### src/rtl/reg_access_master.sv
// reg_access_master
//   Turns one register-access command (read rs1, read rs2, optional write rd)
//   into a sequence of single-beat register-file bus transactions and
//   returns both read operands plus a timeout flag.
//
// Ports
//   i_clk, i_reset_n        clock, asynchronous active-low reset
//   i_req_*, o_req_ready    command handshake and fields
//   o_rsp_*, i_rsp_ready    response handshake, operands, timeout error
//   o_wb_*                  bus strobe, write enable, address, write data
//   i_wb_data/ack/stall     bus read data, acknowledge, stall
module reg_access_master #(
    parameter int unsigned TIMEOUT = 15
) (
    input  logic        i_clk,
    input  logic        i_reset_n,
    input  logic        i_req_valid,
    output logic        o_req_ready,
    input  logic [4:0]  i_req_rs1,
    input  logic [4:0]  i_req_rs2,
    input  logic [4:0]  i_req_rd,
    input  logic        i_req_rd_we,
    input  logic [31:0] i_req_rd_data,
    output logic        o_rsp_valid,
    input  logic        i_rsp_ready,
    output logic [31:0] o_rsp_rs1_data,
    output logic [31:0] o_rsp_rs2_data,
    output logic        o_rsp_err,
    output logic        o_wb_stb,
    output logic        o_wb_we,
    output logic [31:0] o_wb_addr,
    output logic [31:0] o_wb_data,
    input  logic [31:0] i_wb_data,
    input  logic        i_wb_ack,
    input  logic        i_wb_stall
);

    typedef enum logic [2:0] {
        IDLE, RD1_ISSUE, RD1_WAIT, RD2_ISSUE, RD2_WAIT, WR_ISSUE, WR_WAIT, RESP
    } state_t;

    localparam logic [7:0] WAIT_LAST = 8'(TIMEOUT - 1);

    state_t      state;
    logic [7:0]  wait_cnt;
    logic [4:0]  rs1_q;
    logic [4:0]  rs2_q;
    logic [4:0]  rd_q;
    logic        wr_q;
    logic [31:0] wdata_q;

    state_t      first_step;
    state_t      after_rd1;
    state_t      after_rd2;
    logic        req_wr;

    // Zero-index reads and suppressed writes are skipped when choosing the next step.
    always_comb begin
        req_wr     = i_req_rd_we && (i_req_rd != '0);
        after_rd2  = wr_q ? WR_ISSUE : RESP;
        after_rd1  = (rs2_q != '0) ? RD2_ISSUE : after_rd2;
        first_step = RESP;
        if (i_req_rs1 != '0)
            first_step = RD1_ISSUE;
        else if (i_req_rs2 != '0)
            first_step = RD2_ISSUE;
        else if (req_wr)
            first_step = WR_ISSUE;
    end

    assign o_req_ready = (state == IDLE);
    assign o_rsp_valid = (state == RESP);

    always_ff @(posedge i_clk or negedge i_reset_n) begin
        if (!i_reset_n) begin
            state          <= IDLE;
            wait_cnt       <= '0;
            rs1_q          <= '0;
            rs2_q          <= '0;
            rd_q           <= '0;
            wr_q           <= 1'b0;
            wdata_q        <= '0;
            o_rsp_rs1_data <= '0;
            o_rsp_rs2_data <= '0;
            o_rsp_err      <= 1'b0;
            o_wb_stb       <= 1'b0;
            o_wb_we        <= 1'b0;
            o_wb_addr      <= '0;
            o_wb_data      <= '0;
        end else begin
            o_wb_stb <= 1'b0;
            case (state)
                IDLE: begin
                    if (i_req_valid) begin
                        rs1_q   <= i_req_rs1;
                        rs2_q   <= i_req_rs2;
                        rd_q    <= i_req_rd;
                        wr_q    <= req_wr;
                        wdata_q <= i_req_rd_data;
                        // Operands start at zero so skipped or aborted reads need no extra clearing.
                        o_rsp_rs1_data <= '0;
                        o_rsp_rs2_data <= '0;
                        o_rsp_err      <= 1'b0;
                        state          <= first_step;
                    end
                end
                RD1_ISSUE: begin
                    if (!i_wb_stall) begin
                        o_wb_stb  <= 1'b1;
                        o_wb_we   <= 1'b0;
                        o_wb_addr <= {27'b0, rs1_q};
                        o_wb_data <= '0;
                        wait_cnt  <= '0;
                        state     <= RD1_WAIT;
                    end
                end
                RD1_WAIT: begin
                    if (i_wb_ack) begin
                        o_rsp_rs1_data <= i_wb_data;
                        state          <= after_rd1;
                    end else if (wait_cnt == WAIT_LAST) begin
                        o_rsp_err <= 1'b1;
                        state     <= RESP;
                    end else begin
                        wait_cnt <= wait_cnt + 8'd1;
                    end
                end
                RD2_ISSUE: begin
                    if (!i_wb_stall) begin
                        o_wb_stb  <= 1'b1;
                        o_wb_we   <= 1'b0;
                        o_wb_addr <= {27'b0, rs2_q};
                        o_wb_data <= '0;
                        wait_cnt  <= '0;
                        state     <= RD2_WAIT;
                    end
                end
                RD2_WAIT: begin
                    if (i_wb_ack) begin
                        o_rsp_rs2_data <= i_wb_data;
                        state          <= after_rd2;
                    end else if (wait_cnt == WAIT_LAST) begin
                        o_rsp_err <= 1'b1;
                        state     <= RESP;
                    end else begin
                        wait_cnt <= wait_cnt + 8'd1;
                    end
                end
                WR_ISSUE: begin
                    if (!i_wb_stall) begin
                        o_wb_stb  <= 1'b1;
                        o_wb_we   <= 1'b1;
                        o_wb_addr <= {27'b0, rd_q};
                        o_wb_data <= wdata_q;
                        wait_cnt  <= '0;
                        state     <= WR_WAIT;
                    end
                end
                WR_WAIT: begin
                    if (i_wb_ack) begin
                        state <= RESP;
                    end else if (wait_cnt == WAIT_LAST) begin
                        o_rsp_err <= 1'b1;
                        state     <= RESP;
                    end else begin
                        wait_cnt <= wait_cnt + 8'd1;
                    end
                end
                RESP: begin
                    if (i_rsp_ready)
                        state <= IDLE;
                end
                default: state <= IDLE;
            endcase
        end
    end

endmodule

### config.mk
export PLATFORM = sky130hd
export DESIGN_NAME = reg_access_master
export DESIGN_NICKNAME = d
export VERILOG_FILES = /design/src/rtl/reg_access_master.sv
export SDC_FILE = /design/constraint.sdc
export NUM_CORES = 1
export LEC_CHECK = 0
export BUFFER_PORTS_ARGS = -buffer_cell sky130_fd_sc_hd__clkbuf_2
export CORE_ASPECT_RATIO = 0.8
export CORE_MARGIN = 8
export CORE_UTILIZATION = 40
export DETAILED_ROUTE_END_ITERATION = 7
export GPL_ROUTABILITY_DRIVEN = 0
export PLACE_DENSITY_LB_ADDON = 0.15
export SLEW_MARGIN = 30
export SYNTH_ARGS = -nofsm -noshare
export SYNTH_HDL_FRONTEND = slang
export SYNTH_SLANG_ARGS = --single-unit
### constraint.sdc
create_clock -name i_clk -period 2.13 [get_ports i_clk]
set_input_delay 0.1065 -clock i_clk [delete_from_list [all_inputs] [get_ports i_clk]]
set_output_delay 0.1065 -clock i_clk [all_outputs]
set_load 0.1 [all_outputs]
; ---- Yosys cells after proc, flatten, opt, wreduce, memory -nomap -nowiden
; Index checks and enable logic that the tools add are counted.
[classes]
n_eq_ne = 20
muxes = 39
addsub = 1
reduce_logical = 23
[ops]
columns = operator, count
row1 = $mux 32, 7
row2 = $pmux 32 s2, 3
row3 = $pmux 32 s3, 1
row4 = $mux 3, 12
row5 = $mux 8, 3
row6 = $pmux 3 s8, 1
row7 = $ne 2x2->1 const B, 10
row8 = $reduce_bool 5->1, 4
row9 = $pmux 8 s2, 1
row10 = $eq 3x3->1 const B, 4
row11 = $reduce_and 4->1, 3
row12 = $reduce_bool 2->1, 5
row13 = $reduce_and 3->1, 3
row14 = $add 8x1->8 const B, 1
row15 = $eq 8x4->1 const B, 1
row16 = $mux 1, 7
row17 = $eq 3x2->1 const B, 2
row18 = $reduce_or 3->1, 2
row19 = $reduce_and 5->1, 1
row20 = $mux 2, 2
row21 = $ne 2x1->1 const B, 2
row22 = $pmux 1 s2, 2
row23 = $eq 3x1->1 const B, 1
row24 = $logic_not 3->1, 1
row25 = 4 further kinds, 4
[word_totals]
elab_cells = 97
register_bits = 190
output_inout_bits = 133

; ---- Depth between registers and ports, before layout
[logic_depth]
ltp_word = 7
depth_mapped = 7

; ---- Worst setup path before layout
; OpenSTA, ideal clock, no wires.
[synth_timing]
kind = register to register
startpoint = reg state[0]
endpoint = reg o_rsp_rs2_data[1]
path_stages_with_launch = 8
t_arrival_ns = 2.462
setup_slack_ns = -0.467
path_buffers = 2
synth_period_minus_slack_ns = 2.597
setup_time_ns = 0.135
cell_sequence = dfrtp_1 > nor3_2 > and2_1 > buf_2 > a21oi_2 > buf_2 > nand2_1 > o21ai_0
[synth_via]
elab_chain_len = 3
word_cells_on_any_way = 7
classes_between = eq/ne (3) / mux (1) / reduce/logical (3)
[synth_lines]
columns = item, line
row1 = start: declaration, 44  ; state_t state;
row2 = start signal: assignment, 104  ; state <= first_step;
row3 = start signal: assignment, 120  ; state <= after_rd1;
row4 = start signal: assignment, 141  ; state <= after_rd2;
row5 = $logic_not 3->1 (*), -
row6 = net o_req_ready, 18  ; output logic o_req_ready,
row7 = $ne 2x2->1 (no source line) / $reduce_bool 2->1 (equally long branches), -
row8 = $reduce_and 3->1 (no source line), -
row9 = end signal: assignment, 140  ; o_rsp_rs2_data <= i_wb_data;
row10 = end: declaration, 27  ; output logic [31:0] o_rsp_rs2_data,
; Mark *: on every way through the listed nets, which the timed path passes. The rest lies on a longest branch.
; A chain may end at the register's enable or synchronous reset.

; ---- Final worst setup path
[layout_timing]
startpoint = reg state[1]
endpoint = reg wait_cnt[5]
[layout_via]
elab_chain_len = 4
word_cells_on_any_way = 14
classes_between = eq/ne (9) / mux (1) / reduce/logical (4)
[layout_lines]
columns = item, line
row1 = $eq 3x3->1 (tied with other cells), 92  ; case (state)
row2 = $reduce_or 3->1 (no source line), -
row3 = $ne 2x2->1 (no source line) / $reduce_bool 2->1 (equally long branches), -
row4 = $reduce_and 4->1 (no source line), -
row5 = end signal: assignment, 125  ; wait_cnt <= wait_cnt + 8'd1;
row6 = end signal: assignment, 146  ; wait_cnt <= wait_cnt + 8'd1;
row7 = end signal: assignment, 166  ; wait_cnt <= wait_cnt + 8'd1;
row8 = end: declaration, 45  ; logic [7:0] wait_cnt;
; Several ways; a longest one is shown, not always the timed one.

==> metrics.log <==
INFO  metric post_drt_wl_per_cell = between 15 and 20 µm
INFO  metric synth_seq_area_share = 0.598
INFO  metric critical-path-slowest-cell = sky130_fd_sc_hd__dfrtp_1
INFO  metric cpMostUsedCell = sky130_fd_sc_hd__o21ai_0
INFO  metric grt_usage = 0.180
INFO  metric whs = roughly 0.055 ns
INFO  metric worst_setup_hold_path_clk_slew = roughly 0.06 ns
INFO  metric htreeDepth = 4
INFO  metric mux_cell_area_share_after_synthesis = 0.00165
INFO  metric grt_antenna_before_repair = 0
INFO  metric synthSimpleGateAreaFrac = 0.197
INFO  metric r2r_start = state[1]$_DFFE_PN0P_
INFO  metric max_freq = between 500 and 600 MHz
INFO  metric max_slew_violation_count = 0
INFO  metric globalRouteOverflowTotal = 0
INFO  metric worstRegToRegCells = 6
INFO  metric global_route_wire_length_before_repair = approximately 31000 µm
INFO  metric initial_core_utilization = 0.410
INFO  metric initialDrtViolationCount = about 360
INFO  metric worstPathMaxFanout = 14
INFO  metric finalHoldViolCount = 0
INFO  metric synth_top_family_by_area = simple AND/OR/NAND/NOR gates
INFO  metric drc_errors = 0
INFO  metric final.min_clock_period = between 1.5 and 2 ns
INFO  metric cp.required = ~2.4 ns
INFO  metric nets = about 1.1k
INFO  metric synth_adder_area_share = 0.00367
INFO  metric cp-end-kind = flop
INFO  metric number_of_nets_still_failing_antenna_checks_after_routing = 0
INFO  metric buffer_levels_on_the_longest_clock_path = 2
INFO  metric detailedRoute.firstPassIterationCount = 5
INFO  metric synthCells = around 700
INFO  metric synthesis.yosys.warnings = 0
INFO  metric final_layout_size_suffix_gt1_frac = 0.256
INFO  metric first_global_vias = between 5k and 6k
INFO  metric cts_setup_buffers = 0
INFO  metric critPathCapture = wait_cnt[5]$_DFFE_PN0P_
INFO  metric min_period_over_period = 0.884
INFO  metric postSynthAreaPerCell = 9.47 µm²
INFO  metric via_per_inst = 4.76
INFO  metric half_perimeter_wire_length_after_detailed_placement = ~13000 µm
INFO  metric cp_slowest_stage_delay = approximately 0.66 ns
INFO  metric setup-tns-final = 0 ns
INFO  metric clock-root-buffer = sky130_fd_sc_hd__clkbuf_16
INFO  metric synth_cell_type_count = 42
INFO  metric timing.max_slew.rel_slack = 0.601
INFO  metric pin_count_of_the_biggest_net_entering_global_routing = 65
INFO  metric cap_viol_max_count = 0
INFO  metric vias = between 5k and 6k
INFO  metric chain_of_cells_forming_the_critical_path = buf_4 > o21bai_4 > a211oi_4 > nor2_2 > o21ai_0 > o21ai_0
INFO  metric reg_to_reg_endpoint = wait_cnt[5]$_DFFE_PN0P_
INFO  metric cts_buffers = 17
INFO  metric fin_skew = between 0.01 and 0.015 ns
INFO  metric worstSetupPathDepth = 6
INFO  metric synth-compound-area-share = 0.133
INFO  metric final-setup-viol-count = 0
INFO  metric io_pins = about 220
INFO  metric worst-endpoint-arrival = 2.17 ns
INFO  metric cts_tree = done
INFO  metric critPathBufInv = 1
INFO  metric buffer_ports.inserted = between 150 and 200
INFO  metric clkLatencyLatePin = between 0.4 and 0.5 ns
INFO  metric critical_path.top_delay_family = compound AO/OA/AOI/OAI gates
INFO  metric netlist_area = 0.00682 mm²
INFO  metric criticalPathCategory = reg2reg
INFO  metric tritoncts_num_sinks = around 160
INFO  metric hp-class = in2reg
INFO  metric antenna_cells = 0
INFO  metric dieHeight = ~130 µm
INFO  metric outcome = finished, final reports clean
INFO  metric cts.repair.resized = 0
INFO  metric critPathLaunch = state[1]$_DFFE_PN0P_
INFO  metric ctsHoldBuffers = 80
INFO  metric fp.coreArea = approximately 0.017 mm²
INFO  metric reg2reg_slack = 0.25 ns
INFO  metric startpoint_type = flop
INFO  metric die-area = around 0.021 mm²
INFO  metric wirelength = about 19000 µm
INFO  metric fp_rows = 42
INFO  metric xor_xnor_portion_of_the_synthesized_cell_area = 0.00386
INFO  metric hp-start = i_req_valid
INFO  metric worst_pin_slew = slightly below 0.6 ns
INFO  metric postSynthRegisterBits = 163
INFO  metric die-width = ~160 µm
INFO  metric rsz0062_at_grt = false
INFO  metric area.growth.synth_to_final = 38.3%
-- registers in the layout, summed over array words and instances (netlist names), 3 cells and up --
register and cells:
rs1_q 5, o_rsp_rs2_data 32, wdata_q 32, rd_q 5
o_wb_addr 5, rs2_q 5, wait_cnt 8, state 3
o_wb_data 32, o_rsp_rs1_data 32
-- synthesized netlist by cell type --
library cell                count  area (µm²)
sky130_fd_sc_hd__a21o_1         1        7.51
sky130_fd_sc_hd__a21oi_2        2        17.5
sky130_fd_sc_hd__xor2_1         3        26.3
sky130_fd_sc_hd__nor4bb_2       1        16.3
sky130_fd_sc_hd__nor3_1         4        20.0
sky130_fd_sc_hd__o32a_1         1        10.0
sky130_fd_sc_hd__nor2_1        13        48.8
sky130_fd_sc_hd__o31ai_1        1        7.51
sky130_fd_sc_hd__a2111oi_0      1        8.76
sky130_fd_sc_hd__o21bai_4       1        18.8
sky130_fd_sc_hd__nor3b_1        1        7.51
sky130_fd_sc_hd__inv_1          5        18.8
sky130_fd_sc_hd__o21ai_1        7        35.0
sky130_fd_sc_hd__o22ai_1        6        37.5
sky130_fd_sc_hd__dfrtp_1      163        4080
sky130_fd_sc_hd__a211oi_4       1        20.0
sky130_fd_sc_hd__nor4_1         2        12.5
sky130_fd_sc_hd__buf_4         29         218
sky130_fd_sc_hd__o311ai_1       1        8.76
sky130_fd_sc_hd__or2_2          2        12.5
sky130_fd_sc_hd__buf_2         20         100
sky130_fd_sc_hd__mux2_2         1        11.3
sky130_fd_sc_hd__ha_1           2        25.0
sky130_fd_sc_hd__a31oi_1        1        6.26
sky130_fd_sc_hd__nand3_2        1        10.0
sky130_fd_sc_hd__or4_1          2        15.0
sky130_fd_sc_hd__nand4_1        3        18.8
sky130_fd_sc_hd__clkbuf_1      21        78.8
sky130_fd_sc_hd__and2_1         3        18.8
sky130_fd_sc_hd__conb_1         1        3.75
sky130_fd_sc_hd__a22o_1        33         289
sky130_fd_sc_hd__a21oi_1        9        45.0
sky130_fd_sc_hd__o41ai_1        1        8.76
sky130_fd_sc_hd__o21ai_0       76         380
sky130_fd_sc_hd__nand2b_1       3        18.8
sky130_fd_sc_hd__nand2_1      288        1080
sky130_fd_sc_hd__o2bb2ai_1      1        8.76
sky130_fd_sc_hd__nor2b_1        1        6.26
sky130_fd_sc_hd__nor2_2         2        12.5
sky130_fd_sc_hd__and3_1         3        18.8
sky130_fd_sc_hd__nor3_2         2        20.0
sky130_fd_sc_hd__nand3b_1       1        7.51
-- worst min path at each step --
stage	slack (ns)	endpoint	depth (start not counted)
after floorplan	-0.19	o_rsp_err$_DFFE_PN0P_	0
after CTS	0.03	state[2]$_DFFE_PN0P_	4
after global placement	0.12	o_wb_addr[2]$_DFFE_PN0P_	1
after detailed placement	0.13	o_wb_addr[2]$_DFFE_PN0P_	1
final	0.06	state[0]$_DFFE_PN0P_	2
after global routing	0.05	state[0]$_DFFE_PN0P_	2
-- logic make-up after synthesis --
logic type / after synthesis
and+or+nand+nor: 332
adders and majority gates: 2
xor gates and xnor gates: 3
other: 1
DFF: 163
AOI/OAI and AO/OA: 143
buffers and inverters: 75
muxes: 1
-- final cells by class --
type / instances / area (µm²)
Multi-Input combinational cell: 508 / 2450
Clock buffer: 22 / 494
Timing Repair Buffer: 289 / 1990
Clock inverter: 10 / 120
Sequential cell: 163 / 4080
Inverter: 5 / 18.8
Fill cell: 1460 / 7180
Tap cell: 220 / 275
-- through the flow --
stage / util / cells / setup slack [ns] / area, µm²
after global routing: 0.567 / 1217 / 0.0434 / 9420
after CTS: 0.567 / 1217 / 0.255 / 9420
after global placement: 0.482 / 1105 / 0.291 / 8010
after floorplan: - / 746 / -0.00493 / 6920
final: 0.567 / 1217 / 0.248 / 9420
after detailed placement: 0.482 / 1105 / 0.254 / 8010
-- worst reg2reg max path, delay by kind of cell (launching register included) --
kind,cells,cell delay (ns)
buffers and inverters,1,0.21
flip-flops,1,0.66
AND/OR/NAND/NOR,1,0.11
AO/OA/AOI/OAI,4,0.78
-- layer usage --
| metal | vias up | routed length (µm) | GRT usage |
|---|---|---|---|
| met5 | - | 0 | 0 |
| met4 | 0 | 148 | 0.0472 |
| met3 | 10 | 1340 | 0.0595 |
| met2 | 196 | 8760 | 0.270 |
| met1 | 2743 | 8840 | 0.246 |
| li1 | 2848 | - | - |
-- placed cells by master (no fill, tap or decap), types with 2 or more instances in the layout --
cell,instances
sky130_fd_sc_hd__a21oi_1,9
sky130_fd_sc_hd__nor2_1,13
sky130_fd_sc_hd__inv_6,3
sky130_fd_sc_hd__or4_1,2
sky130_fd_sc_hd__nand2_1,288
sky130_fd_sc_hd__clkinvlp_4,2
sky130_fd_sc_hd__clkbuf_2,189
sky130_fd_sc_hd__conb_1,27
sky130_fd_sc_hd__or2_2,2
sky130_fd_sc_hd__buf_4,12
sky130_fd_sc_hd__nor2_2,2
sky130_fd_sc_hd__dfrtp_1,163
sky130_fd_sc_hd__bufinv_16,2
sky130_fd_sc_hd__xor2_1,3
sky130_fd_sc_hd__dlygate4sd3_1,80
sky130_fd_sc_hd__nor4_1,2
sky130_fd_sc_hd__buf_12,7
sky130_fd_sc_hd__nand2b_1,3
sky130_fd_sc_hd__o22ai_1,6
sky130_fd_sc_hd__and2_1,2
sky130_fd_sc_hd__clkbuf_8,5
sky130_fd_sc_hd__clkinv_2,2
sky130_fd_sc_hd__o21ai_1,7
sky130_fd_sc_hd__clkbuf_16,17
sky130_fd_sc_hd__ha_1,2
sky130_fd_sc_hd__a21oi_4,2
sky130_fd_sc_hd__a22o_1,33
sky130_fd_sc_hd__inv_1,5
sky130_fd_sc_hd__and3_1,3
sky130_fd_sc_hd__nor3_4,2
sky130_fd_sc_hd__nand4_1,3
sky130_fd_sc_hd__nor3_1,4
sky130_fd_sc_hd__o21ai_0,76
Power is left out: the tool's default activity adds up to more than one toggle a clock period on the data nets, which glitch-free logic cannot reach.
